==> config.mk <==
export PLATFORM = sky130hd
export DESIGN_NAME = bt_cmd_decoder
export DESIGN_NICKNAME = d
export VERILOG_FILES = /design/src/rtl/bt_pkg.sv /design/src/rtl/uart_rx.sv /design/src/rtl/bt_cmd_decoder.sv
export SDC_FILE = /design/constraint.sdc
export NUM_CORES = 1
export LEC_CHECK = 0
export CORE_MARGIN = 5
export CORE_UTILIZATION = 52
export CTS_BUF_LIST = sky130_fd_sc_hd__clkbuf_2 sky130_fd_sc_hd__clkbuf_4 sky130_fd_sc_hd__clkbuf_8
export DETAILED_ROUTE_END_ITERATION = 6
export GPL_TIMING_DRIVEN = 0
export PLACE_DENSITY = 0.74
export SLEW_MARGIN = 5
export SYNTH_ARGS = -nofsm -noshare
export SYNTH_HDL_FRONTEND = slang
export SYNTH_SLANG_ARGS = --single-unit
export TNS_END_PERCENT = 1
==> constraint.sdc <==
create_clock -name Bluetooth_clk -period 4.6 [get_ports Bluetooth_clk]
set_input_delay 0.92 -clock Bluetooth_clk [delete_from_list [all_inputs] [get_ports Bluetooth_clk]]
set_output_delay 0.92 -clock Bluetooth_clk [all_outputs]
set_load 0.02 [all_outputs]
==> src/rtl/bt_pkg.sv <==
// Shared types and default command codes for the Bluetooth command decoder.
package bt_pkg;

    typedef enum logic [1:0] {
        RX_IDLE,
        RX_START,
        RX_DATA,
        RX_STOP
    } rx_state_t;

    localparam logic [7:0] CMD_VOL_DN = 8'hB0;
    localparam logic [7:0] CMD_VOL_UP = 8'hB1;
    localparam logic [7:0] CMD_NEXT   = 8'hB2;
    localparam logic [7:0] CMD_PREV   = 8'hB3;
    localparam logic [7:0] CMD_RST    = 8'hB4;

endpackage

==> src/rtl/uart_rx.sv <==
// 8N1 UART receiver with a two-flop input synchroniser.
module uart_rx
    import bt_pkg::*;
#(
    parameter int CLKS_PER_BIT = 5208
) (
    input  logic       clk,
    input  logic       rst_n,
    input  logic       data_in,
    output logic [7:0] rx_byte,
    output logic       byte_valid,
    output logic       frame_err
);

    localparam int CW = $clog2(CLKS_PER_BIT);
    localparam logic [CW-1:0] HALF = CW'(CLKS_PER_BIT / 2 - 1);
    localparam logic [CW-1:0] FULL = CW'(CLKS_PER_BIT - 1);

    logic            sync1, rx_s;
    rx_state_t       state, state_n;
    logic [CW-1:0]   cnt, cnt_n;
    logic [2:0]      idx, idx_n;
    logic [7:0]      shreg, shreg_n;
    logic [7:0]      byte_n;
    logic            wait_hi, wait_n;
    logic            bv_n, fe_n;

    always_ff @(posedge clk or negedge rst_n) begin
        if (!rst_n) begin
            sync1      <= 1'b1;
            rx_s       <= 1'b1;
            state      <= RX_IDLE;
            cnt        <= '0;
            idx        <= '0;
            shreg      <= '0;
            wait_hi    <= 1'b0;
            rx_byte    <= '0;
            byte_valid <= 1'b0;
            frame_err  <= 1'b0;
        end else begin
            sync1      <= data_in;
            rx_s       <= sync1;
            state      <= state_n;
            cnt        <= cnt_n;
            idx        <= idx_n;
            shreg      <= shreg_n;
            wait_hi    <= wait_n;
            rx_byte    <= byte_n;
            byte_valid <= bv_n;
            frame_err  <= fe_n;
        end
    end

    always_comb begin
        state_n = state;
        cnt_n   = cnt + CW'(1);
        idx_n   = idx;
        shreg_n = shreg;
        wait_n  = wait_hi;
        byte_n  = rx_byte;
        bv_n    = 1'b0;
        fe_n    = 1'b0;
        case (state)
            RX_IDLE: begin
                cnt_n = '0;
                // a broken frame leaves the line low; wait for idle first
                if (wait_hi) begin
                    if (rx_s) wait_n = 1'b0;
                end else if (!rx_s) begin
                    state_n = RX_START;
                end
            end
            RX_START: begin
                if (cnt == HALF) begin
                    cnt_n   = '0;
                    idx_n   = '0;
                    state_n = rx_s ? RX_IDLE : RX_DATA;
                end
            end
            RX_DATA: begin
                if (cnt == FULL) begin
                    cnt_n   = '0;
                    shreg_n = {rx_s, shreg[7:1]};
                    idx_n   = idx + 3'd1;
                    if (idx == 3'd7) state_n = RX_STOP;
                end
            end
            RX_STOP: begin
                if (cnt == FULL) begin
                    cnt_n   = '0;
                    state_n = RX_IDLE;
                    if (rx_s) begin
                        bv_n   = 1'b1;
                        byte_n = shreg;
                    end else begin
                        fe_n   = 1'b1;
                        wait_n = 1'b1;
                    end
                end
            end
            default: state_n = RX_IDLE;
        endcase
    end

endmodule

==> src/rtl/bt_cmd_decoder.sv <==
// Bluetooth UART command decoder: byte codes to one-hot command pulses,
// with repeat guard, stretched reset request and error counting.
module bt_cmd_decoder
    import bt_pkg::*;
#(
    parameter int         CLKS_PER_BIT = 5208,
    parameter int         NUM_CMDS     = 8,
    parameter logic [7:0] CMD_BASE     = CMD_VOL_DN,
    parameter int         RST_IDX      = 4,
    parameter int         RST_HOLD     = 16,
    parameter int         GUARD_CYCLES = 0
) (
    input  logic                Bluetooth_clk,
    input  logic                rst_n,
    input  logic                data_in,
    output logic [NUM_CMDS-1:0] cmd_pulse,
    output logic                bt_rst_n,
    output logic [7:0]          last_cmd,
    output logic                frame_err,
    output logic                unknown_cmd,
    output logic [7:0]          err_cnt
);

    localparam int GW = (GUARD_CYCLES > 1) ? $clog2(GUARD_CYCLES + 1) : 1;
    localparam int HW = (RST_HOLD > 1) ? $clog2(RST_HOLD + 1) : 1;

    logic [7:0]    rx_byte;
    logic          byte_valid;
    logic [7:0]    off;
    logic          in_range, guarded, accept, is_rst, bad;
    logic [GW-1:0] guard_cnt;
    logic [HW-1:0] hold_cnt;

    uart_rx #(
        .CLKS_PER_BIT(CLKS_PER_BIT)
    ) u_rx (
        .clk       (Bluetooth_clk),
        .rst_n     (rst_n),
        .data_in   (data_in),
        .rx_byte   (rx_byte),
        .byte_valid(byte_valid),
        .frame_err (frame_err)
    );

    assign off      = rx_byte - CMD_BASE;
    assign in_range = (rx_byte >= CMD_BASE) && (off < 8'(NUM_CMDS));
    assign guarded  = (GUARD_CYCLES > 0) && (guard_cnt != '0)
                      && (rx_byte == last_cmd);
    assign accept   = byte_valid && in_range && !guarded;
    assign is_rst   = accept && (off == 8'(RST_IDX));
    assign bad      = frame_err || (byte_valid && !in_range);

    always_ff @(posedge Bluetooth_clk or negedge rst_n) begin
        if (!rst_n) begin
            cmd_pulse   <= '0;
            bt_rst_n    <= 1'b1;
            last_cmd    <= '0;
            unknown_cmd <= 1'b0;
            err_cnt     <= '0;
            guard_cnt   <= '0;
            hold_cnt    <= '0;
        end else begin
            cmd_pulse   <= accept ? (NUM_CMDS'(1) << off[3:0]) : '0;
            unknown_cmd <= byte_valid && !in_range;
            if (accept) last_cmd <= rx_byte;

            if (accept)
                guard_cnt <= GW'(GUARD_CYCLES);
            else if (guard_cnt != '0)
                guard_cnt <= guard_cnt - GW'(1);

            // a repeated reset command while held low restarts the hold
            if (is_rst) begin
                hold_cnt <= HW'(RST_HOLD);
                bt_rst_n <= 1'b0;
            end else if (hold_cnt == HW'(1)) begin
                hold_cnt <= '0;
                bt_rst_n <= 1'b1;
            end else if (hold_cnt != '0) begin
                hold_cnt <= hold_cnt - HW'(1);
            end

            if (bad && err_cnt != 8'hFF) err_cnt <= err_cnt + 8'd1;
        end
    end

endmodule

Yosys cells after proc, flatten, opt, wreduce, memory -nomap -nowiden. Cells that the tools add are included.

$add $sub $neg: 5. Order comparisons: 2. Eq/ne operators: 16. Shift-type cells: 1. Muxes and demuxes: 30. Reductions and logical operators: 19.

Operators by type and width (count): one-hot mux 13 bit (3 select lines) (1); two-way mux 13 bit (2); two-way mux 5 bit (3); two-way mux 2 bit (7); adder 13 x 1 -> 13 bit, second input constant (1); equality test 13 x 12 -> 1 bit, second input constant (1); equality test 13 bit, second input constant (1); two-way mux 1 bit (11); AND reduction 3 bit (3); adder 8 x 1 -> 8 bit, second input constant (1); equality test 8 x 3 -> 1 bit, second input constant (1); greater-or-equal comparator 8 bit, second input constant (1); < comparator 8 x 4 -> 1 bit, second input constant (1); two-way mux 8 bit (1); inequality test 2 x 1 -> 1 bit, second input constant (4); inequality test 8 bit, second input constant (1); one-hot mux 2 bit (4 select lines) (1); << shifter 1 x 4 -> 8 bit, first input constant (1); subtractor 8 bit, second input constant (1); two-way mux 3 bit (2); inequality test 2 bit, second input constant (3); one-hot mux 3 bit (2 select lines) (1); AND reduction 6 bit (1); nonzero test 2 bit (3); other kinds (15) (20).

Bits in registers: 70. Input bits: 3. Output and inout bits: 27. Word-level logic and storage cells: 89.

Longest topological paths before layout. Gate-level depths: netlist of run 1.

Depth in word-level cells: 7. Mapped depth: 6.

Hierarchy. A second synthesis of run 1 with hierarchy kept.

Cell total of the unflattened synthesis: 252. Area total of the unflattened synthesis: 3084.2 um^2.

By module, submodules not included: uart_rx (times used 1, cells each 140, area each 1765.4 um^2, seq. area each 978.4 um^2); bt_cmd_decoder (times used 1, cells each 112, area each 1318.8 um^2, seq. area each 777.0 um^2).

Worst setup path after synthesis of run 1. OpenSTA, ideal clock, no wires.

Kind: reg2reg. Start point: register u_rx.cnt[3]. End point: register u_rx.rx_byte[0]. Arrival: 1.481 ns. Required time: 4.475 ns. Setup slack: 2.993 ns. Stages on the path, launching flop included: 6. Clock period less this slack: 1.607 ns. Cells stage by stage: dfrtp_1 buf_6 nor4b_4 nand4_2 nor2_8 mux2_4.

Word-level cells in the longest chain between the ends: 2.

RTL lines: start, declared (RTL line uart_rx.sv:21) `logic [CW-1:0] cnt, cnt_n;`; start signal, assigned (RTL line uart_rx.sv:44) `cnt <= cnt_n;`; equality test 13 bit (RTL line uart_rx.sv:89) `if (cnt == FULL) begin`; AND reduction 3 bit (no source line); end signal, assigned (RTL line uart_rx.sv:48) `rx_byte <= byte_n;`; end, declared (RTL line uart_rx.sv:10) `output logic [7:0] rx_byte,`.

Every way passes these cells. A chain may end at the register's enable or synchronous reset.

Worst setup path after layout of run 1.
Start point: register bt_rst_n. End point: output bt_rst_n.

RTL lines: start, declared (RTL line bt_cmd_decoder.sv:17) `output logic bt_rst_n,`; start signal, assigned (RTL line bt_cmd_decoder.sv:56) `bt_rst_n <= 1'b1;`; start signal, assigned (RTL line bt_cmd_decoder.sv:75) `bt_rst_n <= 1'b0;`; start signal, assigned (RTL line bt_cmd_decoder.sv:78) `bt_rst_n <= 1'b1;`.

No word-level cell between the ends.

==> results of run 1 <==
## power by group
part / switching, mW / internal [mW] / total [mW]
Sequential: 0.000685 / 0.617 / 0.617
Combinational: 0.0114 / 0.00133 / 0.0127
Clock: 0.236 / 0.269 / 0.505
Total: 0.249 / 0.887 / 1.14
## logic make-up after synthesis
family,after synthesis,synth area share (%)
DFF,70,56.37
and+or+nand+nor,106,21.25
AOI/OAI and AO/OA,20,4.540
adders and majority gates,6,2.411
buffers and inverters,13,2.209
muxes,20,8.156
xor gates and xnor gates,18,5.062
## stage by stage
stage	instance area [um^2]	instances	setup WS [ps]	power, mW	utilization, %
final	3702	373	2208	1.135	62.90
after CTS	3702	373	2182	1.152	62.90
after global placement	3498	357	337.2	0.6435	59.44
after detailed placement	3496	357	2578	0.6431	59.40
after floorplan	3114	253	2994	0.6296	-
after global routing	3702	373	2164	1.180	62.90
## state kept, by name, summed over array words and instances, names as in the netlist, named ones only
name,cells
u_rx.cnt,13
cmd_pulse,8
err_cnt,8
last_cmd,8
u_rx.rx_byte,8
u_rx.shreg,8
hold_cnt,5
u_rx.idx,3
bt_rst_n,1
u_rx.byte_valid,1
u_rx.frame_err,1
u_rx.rx_s,1
u_rx.state,1
u_rx.sync1,1
u_rx.wait_hi,1
unknown_cmd,1
## cell type report
| class | instances | area, um^2 | share of cell area [%] |
|---|---|---|---|
| tap | 75 | 93.84 | 2.535 |
| inverter | 6 | 22.52 | 0.6083 |
| clock buffer | 10 | 137.6 | 3.717 |
| buffer | 7 | 46.29 | 1.250 |
| sequential | 70 | 1755 | 47.41 |
| multi-input combinational | 170 | 1290 | 34.84 |
| clock inverter | 6 | 68.82 | 1.859 |
| timing repair buffer | 29 | 287.8 | 7.773 |
## path summary, 6_finish.rpt
| kind | to | slack, ps | cells after the start |
|---|---|---|---|
| max | bt_rst_n | 2210 | 1 |
| max in group asynchronous | u_rx.shreg[5] | 3380 | 1 |
| min in group asynchronous | hold_cnt[1] | 660 | 1 |
| min | u_rx.rx_s | 360 | 0 |
| max reg2reg | u_rx.cnt[9] | 2790 | 6 |
| min reg2reg | u_rx.rx_s | 360 | 0 |
## layer usage
metal / GRT usage, % / share of wire, %
met1: 18.74 / 46
met2: 23.49 / 47
met3: 2.838 / 4.5
met4: 7.950 / 2.2
met5: 0 / 0
## placed cells by master (no fill, tap or decap), types with 3 or more instances in the layout
| cell type | count |
|---|---|
| dfrtp_1 | 67 |
| clkdlybuf4s50_1 | 28 |
| nor2_1 | 22 |
| xor2_1 | 16 |
| nand2_1 | 14 |
| nand3_1 | 10 |
| nor3_1 | 10 |
| clkbuf_8 | 10 |
| nand2b_1 | 8 |
| mux2_4 | 8 |
| mux2_1 | 7 |
| inv_1 | 6 |
| ha_1 | 6 |
| and2_1 | 5 |
| and4_1 | 4 |
| nand4_1 | 4 |
| nor2b_1 | 4 |
| o21ai_0 | 4 |
| nor4_1 | 4 |
| mux2_2 | 4 |
| buf_2 | 3 |
| a21oi_1 | 3 |
| a22o_1 | 3 |
| dfstp_2 | 3 |
==> run_results.csv, run 1 <==
group,metric,value,unit
run_status,status,"complete, no violations",
timing,hold_ws,358.0,ps
worst_setup_path,path_cells,"clkdlybuf4s50_1",
worst_setup_path,timing.critical_path.slowest_stage_cell,"clkdlybuf4s50_1",
route,postRouteAntennaNets,0,
finish,final_nets,302,
timing,final-max-slew-violation-count,0,
timing,achievable-frequency,418.1,MHz
floorplanning,floorplan.rows,28,
route,routedWlPerCell,13.36,um
logic_synthesis,post_synth_edffs,0,
global_routing,grt_pass1_vias,1883,
floorplanning,die-width,87.39,um
placement,final_weighted_congestion_in_routability_driven_placement,0.7639,
route,drc,0,
timing,post-route-period-util,52.00,%
finish,filler_cell_count,477,
logic_synthesis,yosys_register_bits,70,
worst_setup_path,critical_path.max_fanout,2,
worst_setup_path,crit_family,"buffers and inverters",
clock_tree,cts_post_setup_buffers_inserted,0,
route,detail_route.wirelength,4984,um
timing,layout_min_cycle_time,2392,ps
timing,fin_skew,8.901,ps
logic_synthesis,avgSynthCellArea,12.31,um^2
placement,io_buffer_count,29,
worst_setup_path,end_kind,"output port",
clock_tree,clock-root-buffer,"clkbuf_8",
floorplanning,die_y,87.39,um
global_routing,wire_length_of_the_first_global_routing_pass,8666,um
worst_setup_path,worstSetupStartpoint,"bt_rst_n",
timing,worst_slew_pin_slew,834.1,ps
timing,slew_headroom,44.39,%
worst_setup_path,worst_path_largest_cell_delay,590,ps
worst_setup_path,cp_data_arrival_time,1470,ps
finish,antenna_cells,0,
clock_tree,ctsHtreeMaxLevel,3,
global_routing,grt.total_usage,14.68,%
logic_synthesis,yosys.cell_count.top_type,"dfrtp_1",
worst_setup_path,required,3680,ps
timing,setup_total_negative_slack,0,ps
floorplanning,design.portCount,30,
logic_synthesis,async_reset_ff_share,100.0,%
route,detailedRoute.firstIterationViolations,63,
hold_path,min_from,"u_rx.sync1",
clock_tree,clock-sinks,70,
worst_setup_path,worstPathBufferInverterCount,1,
finish,area_delta_synth_final,18.88,%
logic_synthesis,top_cell_type_s_share_of_synthesized_area,53.84,%
logic_synthesis,ys_top_cells_by_count,"dfrtp_1 (67), nor2_1 (22), xor2_1 (16)",
clock_tree,skew_pair_late_insertion_delay,340,ps
hold_path,timing.hold.worst.class,"flip-flop to flip-flop",
global_routing,gr-total-overflow,0,
worst_setup_path,startpoint_type,"flip-flop",
floorplanning,fp.dieArea,0.007637,mm^2
logic_synthesis,syn_area,0.003114,mm^2
floorplanning,start_util,52.91,%
logic_synthesis,yosys_warnings,0,
timing,grt_setup_unrepaired,"false",
route,via_per_inst,5.268,
timing,finalSetupViolCount,0,
clock_tree,cts_hold_repair.buffers,0,
job,cap_viol_max_count,0,
timing,finalHoldViolations,0,
route,drt_first_pass_iters,4,
logic_synthesis,postSynthCellCount,253,
logic_synthesis,ys_types,53,
global_routing,antenna_violations_before_repair,0,
route,num_vias,1965,
logic_synthesis,post_synth_main_area_contributors,"dfrtp_1 (54%), xor2_1 (4.5%), mux2_4 (3.9%)",
clock_tree,max-clock-path-buffers,2,
pwr,total_leakage_power,1.815,nW
pwr,max-vdd-ir-drop,0.0002107,V
worst_setup_path,crit_type,"flip-flop to output port",
logic_synthesis,yosys.area.top_type,"dfrtp_1",
clock_tree,tritoncts.num_buffers,9,
placement,dpl.hpwl,3501,um
clock_tree,post_cts_resize_count,0,
logic_synthesis,synth_seq_area_share,56.37,%
global_routing,grt_start_max_net_pins,71,
logic_synthesis,syn_nets,262,
finish,drive_gt1_share,16.78,%
floorplanning,core-area,0.005886,mm^2
clock_tree,clock_tree_from_tritoncts,"done",
worst_setup_path,worst_r2r_startpoint,"u_rx.cnt[0]",
logic_synthesis,yosys_most_used_dff,"dfrtp_1",
clock_tree,clock_slew_seen_by_the_registers_of_the_worst_setup_and_hold_paths,80,ps
pwr,power_density,306.7,mW/mm^2
(Power assumes the default switching activity.)
==> run 2, diff against run 1 <==
--- a/config.mk
+++ b/config.mk
@@ -10,7 +10,7 @@
 export CTS_BUF_LIST = sky130_fd_sc_hd__clkbuf_2 sky130_fd_sc_hd__clkbuf_4 sky130_fd_sc_hd__clkbuf_8
 export DETAILED_ROUTE_END_ITERATION = 6
 export GPL_TIMING_DRIVEN = 0
-export PLACE_DENSITY = 0.74
+export PLACE_DENSITY = 0.76
 export SLEW_MARGIN = 5
 export SYNTH_ARGS = -nofsm -noshare
 export SYNTH_HDL_FRONTEND = slang
==> constraint.sdc (replaced) <==
create_clock -name Bluetooth_clk -period 2.2 [get_ports Bluetooth_clk]
set_input_delay 0.44 -clock Bluetooth_clk [delete_from_list [all_inputs] [get_ports Bluetooth_clk]]
set_output_delay 0.44 -clock Bluetooth_clk [all_outputs]
set_load 0.02 [all_outputs]
==> run_results.csv, run 2 (synthesis results as in run 1) <==
group,metric,value,unit
route,detailedRoute.firstIterationViolations,93,
route,drc,0,
pwr,net_switching_share_of_the_total_power,18.96,%
timing,fin_skew,9.397,ps
clock_tree,cts_post_setup_buffers_inserted,0,
placement,cell_area_after_placement,0.003496,mm^2
finish,layout.cells.non_filler,373,
finish,layout.cell_area.non_filler,0.003719,mm^2
timing,final-max-slew-violation-count,0,
clock_tree,clock-sinks,70,
floorplanning,die_y,87.39,um
global_routing,antenna_violations_before_repair,0,
placement,final_weighted_congestion_in_routability_driven_placement,0.8593,
finish,sequential_cell_area,0.001755,mm^2
global_routing,grt_start_max_net_pins,71,
route,num_vias,1964,
worst_setup_path,setup.reg_to_reg.worst_slack,370,ps
timing,grt_setup_unrepaired,"false",
worst_setup_path,crit_family,"buffers and inverters",
worst_setup_path,required,1760,ps
job,cap_viol_max_count,0,
placement,dpl.hpwl,3560,um
route,routedWlPerCell,13.71,um
placement,io_buffer_count,29,
clock_tree,cts_hold_repair.buffers,0,
finish,area_delta_synth_final,19.41,%
floorplanning,start_util,52.91,%
pwr,p_int,1.984,mW
worst_setup_path,startpoint_type,"flip-flop",
worst_setup_path,worst_path_largest_cell_delay,590,ps
worst_setup_path,worstPathBufferInverterCount,1,
pwr,combinationalPowerShare,1.1,%
route,via_per_inst,5.265,
run_status,status,"complete, no violations",
global_routing,wire_length_of_the_first_global_routing_pass,9259,um
floorplanning,core-area,0.005886,mm^2
pwr,clock_group_share_of_total_power,46.2,%
worst_setup_path,cp_data_arrival_time,1460,ps
route,drt_first_pass_iters,5,
finish,utilization,63.18,%
clock_tree,ctsHtreeMaxLevel,3,
finish,final_cell_mix,"dfrtp_1 (67), clkdlybuf4s50_1 (28), nor2_1 (22)",
worst_setup_path,end_kind,"output port",
hold_path,timing.hold.worst.class,"primary input to asynchronous set/reset pin",
clock_tree,clock-root-buffer,"clkbuf_8",
global_routing,grt_pass1_vias,2025,
pwr,max-vdd-ir-drop,0.0005194,V
pwr,netSwitchingPower,0.4642,mW
timing,worst_slew_pin_slew,840.5,ps
floorplanning,fp.dieArea,0.007637,mm^2
floorplanning,die-width,87.39,um
clock_tree,clock_tree_from_tritoncts,"done",
finish,drive_gt1_share,16.78,%
timing,achievable-frequency,526.8,MHz
timing,finalHoldViolations,0,
finish,filler_cell_count,483,
finish,antenna_cells,0,
clock_tree,post_cts_resize_count,0,
finish,max_flop_register,"u_rx.cnt",
clock_tree,tritoncts.num_buffers,9,
timing,slew_headroom,43.97,%
pwr,total_leakage_power,1.829,nW
timing,layout_min_cycle_time,1898,ps
finish,footprint_of_the_multi_input_gates,0.001290,mm^2
route,detail_route.wirelength,5112,um
pwr,power_density,658.4,mW/mm^2
global_routing,grt.total_usage,15.57,%
finish,largest_register_ffs,13,
route,postRouteAntennaNets,0,
pwr,seq_power_share,52.8,%
timing,post-route-period-util,86.28,%
worst_setup_path,critical_path.max_fanout,2,
worst_setup_path,timing.critical_path.slowest_stage_cell,"clkdlybuf4s50_1",
global_routing,gr-total-overflow,0,
clock_tree,max-clock-path-buffers,2,
worst_setup_path,crit_type,"flip-flop to output port",
floorplanning,floorplan.rows,28,
finish,final_nets,302,
clock_tree,skew_pair_late_insertion_delay,340,ps
floorplanning,design.portCount,30,
worst_setup_path,path_cells,"clkdlybuf4s50_1",
clock_tree,clock_slew_seen_by_the_registers_of_the_worst_setup_and_hold_paths,70,ps
finish,most_common_cell_after_layout_fill_and_taps_aside,"dfrtp_1",
timing,finalSetupViolCount,0,
placement,numPlacedInstances,357,
-- run 2: cell types whose count changed in the layout (fill, tap and decap cells not counted), sizes merged --
cell      delta
bufinv       +1
clkbuf       +2
clkinvlp     -1
inv          -2
-- run 2: layer usage --
metal	vias up	global-route usage, %	share of wire [%]
met1	958	19.86	46
met3	6	4.636	4.6
met5	-	0	0
met4	0	6.695	1.1
li1	967	-	-
met2	33	24.59	48
-- run 2: power groups by stage --
| stage | registers (mW) | clock network, mW | logic [mW] |
|---|---|---|---|
| global placement | 1.32 | 0 | 0.0292 |
| floorplan | 1.32 | 0 | 0.000797 |
| global route | 1.29 | 1.22 | 0.0332 |
| CTS | 1.29 | 1.17 | 0.0291 |
| finish | 1.29 | 1.13 | 0.0269 |
| detailed placement | 1.32 | 0 | 0.0292 |
-- run 2: final timing paths --
check	start	to	cells past startpoint
min reg2reg	u_rx.sync1	u_rx.rx_s	0
max reg2reg	u_rx.cnt[0]	u_rx.cnt[2]	6
max in group asynchronous	rst_n	u_rx.idx[1]	1
max	bt_rst_n	bt_rst_n	1
min	rst_n	hold_cnt[1]	1
min in group Bluetooth_clk	u_rx.sync1	u_rx.rx_s	0
-- run 2: per-stage QoR --
stage / setup TNS, ps / worst slack [ps] / power, mW / hold slack (ps)
floorplan: 0 / 593.5 / 1.316 / 144.4
global placement: -105310 / -1541 / 1.345 / 346.0
detailed placement: 0 / 357.1 / 1.345 / 347.2
CTS: 0 / 274.2 / 2.488 / 223.5
global route: 0 / 197.4 / 2.541 / 263.9
finish: 0 / 301.9 / 2.448 / 193.9
-- run 2: cell type report --
class / count / share of cell area (%)
Clock inverter: 4 / 1.884
Tap cell: 75 / 2.524
Buffer: 7 / 1.245
Sequential cell: 70 / 47.21
Multi-Input combinational cell: 170 / 34.69
Clock buffer: 12 / 4.105
Inverter: 6 / 0.6057
Timing Repair Buffer: 29 / 7.739
==> run 3, diff against run 2 <==
--- a/config.mk
+++ b/config.mk
@@ -10,7 +10,7 @@
 export CTS_BUF_LIST = sky130_fd_sc_hd__clkbuf_2 sky130_fd_sc_hd__clkbuf_4 sky130_fd_sc_hd__clkbuf_8
 export DETAILED_ROUTE_END_ITERATION = 6
 export GPL_TIMING_DRIVEN = 0
-export PLACE_DENSITY = 0.76
+export PLACE_DENSITY_LB_ADDON = 0.1
 export SLEW_MARGIN = 5
 export SYNTH_ARGS = -nofsm -noshare
 export SYNTH_HDL_FRONTEND = slang
==> run_results.csv, run 3 (synthesis results as in run 1) <==
group,metric,value,unit
clock_tree,clock-sinks,70,
timing,fin_skew,9.675,ps
finish,utilization,64.01,%
worst_setup_path,setup.reg_to_reg.worst_slack,440,ps
global_routing,grt.total_usage,15.80,%
finish,most_common_cell_after_layout_fill_and_taps_aside,"dfrtp_1",
clock_tree,cts_post_setup_buffers_inserted,0,
route,routedWlPerCell,14.35,um
worst_setup_path,critical_path.max_fanout,2,
finish,final_nets,303,
route,detail_route.wirelength,5367,um
finish,max_flop_register,"u_rx.cnt",
timing,layout_min_cycle_time,1903,ps
timing,grt_setup_unrepaired,"false",
placement,final_weighted_congestion_in_routability_driven_placement,0.7841,
finish,filler_cell_count,470,
worst_setup_path,required,1760,ps
route,drc,0,
timing,final-max-slew-violation-count,0,
timing,finalHoldViolations,0,
floorplanning,design.portCount,30,
clock_tree,cts_hold_repair.buffers,0,
timing,slew_headroom,70.43,%
worst_setup_path,path_cells,"clkdlybuf4s50_1",
finish,antenna_cells,0,
finish,final_cell_mix,"dfrtp_1 (67), clkdlybuf4s50_1 (28), nor2_1 (22)",
route,detailedRoute.firstIterationViolations,75,
clock_tree,clock-root-buffer,"clkbuf_8",
route,num_vias,1990,
placement,io_buffer_count,29,
clock_tree,skew_pair_late_insertion_delay,350,ps
global_routing,grt_start_max_net_pins,39,
global_routing,gr-total-overflow,0,
timing,finalSetupViolCount,0,
hold_path,timing.hold.worst.class,"primary input to asynchronous set/reset pin",
pwr,power_density,688.9,mW/mm^2
finish,area_delta_synth_final,20.97,%
finish,largest_register_ffs,13,
worst_setup_path,worstPathBufferInverterCount,1,
worst_setup_path,end_kind,"output port",
pwr,post-layout-total-power,2.595,mW
finish,drive_gt1_share,17.06,%
floorplanning,floorplan.rows,28,
global_routing,grt_pass1_vias,1992,
global_routing,antenna_violations_before_repair,0,
worst_setup_path,worst_path_largest_cell_delay,590,ps
job,cap_viol_max_count,0,
floorplanning,die_y,87.39,um
worst_setup_path,crit_family,"buffers and inverters",
clock_tree,tritoncts.num_buffers,9,
clock_tree,max-clock-path-buffers,2,
placement,dpl.hpwl,3718,um
worst_setup_path,crit_type,"flip-flop to output port",
timing,achievable-frequency,525.5,MHz
route,postRouteAntennaNets,0,
clock_tree,clock_tree_from_tritoncts,"done",
timing,post-route-period-util,86.50,%
clock_tree,ctsHtreeMaxLevel,3,
placement,post-place-ws,407.4,ps
worst_setup_path,startpoint_type,"flip-flop",
run_status,status,"complete, no violations",
floorplanning,start_util,52.91,%
pwr,total_leakage_power,1.844,nW
pwr,max-vdd-ir-drop,0.0004858,V
clock_tree,clock_slew_seen_by_the_registers_of_the_worst_setup_and_hold_paths,70,ps
route,drt_first_pass_iters,4,
timing,worst_slew_pin_slew,440.1,ps
floorplanning,die-width,87.39,um
route,via_per_inst,5.321,
worst_setup_path,reg2regPathDepth,5,
timing,final_critical_path_setup_slack,297.0,ps
clock_tree,post_cts_resize_count,0,
worst_setup_path,timing.critical_path.slowest_stage_cell,"clkdlybuf4s50_1",
global_routing,wire_length_of_the_first_global_routing_pass,9204,um
timing,hold_ws,22.58,ps
worst_setup_path,cp_num_cells,1,
floorplanning,core-area,0.005886,mm^2
floorplanning,fp.dieArea,0.007637,mm^2
worst_setup_path,cp_data_arrival_time,1460,ps
-- run 3: cell types whose count changed in the layout (fill, tap and decap cells not counted), sizes merged --
cell      change
buf           +1
bufinv        +1
clkinvlp      +1
clkbuf        -1
clkinv        -1
-- run 3: layout make-up --
class | instances | area (um^2) | area share (%)
Clock buffer | 11 | 145.1 | 3.853
Clock inverter | 5 | 106.4 | 2.823
Multi-Input combinational cell | 170 | 1290 | 34.24
Buffer | 7 | 46.29 | 1.229
Tap cell | 75 | 93.84 | 2.491
Inverter | 6 | 22.52 | 0.5978
Sequential cell | 70 | 1755 | 46.60
Timing Repair Buffer | 30 | 307.8 | 8.170
-- run 3: routing by layer --
layer	up-vias	wire [um]	part of all wire, %	global-route usage [%]
met5	-	0	0	0
met4	0	123	2.3	9.623
met3	8	246	4.6	3.406
met2	48	2582	48	24.86
met1	959	2415	45	19.85
li1	975	-	-	-
-- run 3: power breakdown --
| part | leakage (nW) | internal (mW) | switching [mW] | total (mW) |
|---|---|---|---|---|
| clock network | 0.123 | 0.799 | 0.474 | 1.27 |
| registers | 0.953 | 1.29 | 0.00128 | 1.29 |
| logic | 0.768 | 0.00650 | 0.0251 | 0.0316 |
| total | 1.84 | 2.09 | 0.501 | 2.60 |
-- run 3: final timing paths --
check	start	end
max reg2reg	u_rx.cnt[0]	u_rx.rx_byte[2]
min in group Bluetooth_clk	u_rx.sync1	u_rx.rx_s
max in group asynchronous	rst_n	u_rx.rx_s
max	bt_rst_n	bt_rst_n
min	rst_n	last_cmd[3]
min reg2reg	u_rx.sync1	u_rx.rx_s
-- run 3: per-stage QoR --
step | cell area, um^2 | TNS, ps | cells
after CTS | 3767 | 0 | 374
after global routing | 3767 | 0 | 374
after detailed placement | 3516 | 0 | 358
after floorplan | 3114 | 0 | 253
after global placement | 3498 | -115600 | 357
final | 3767 | 0 | 374
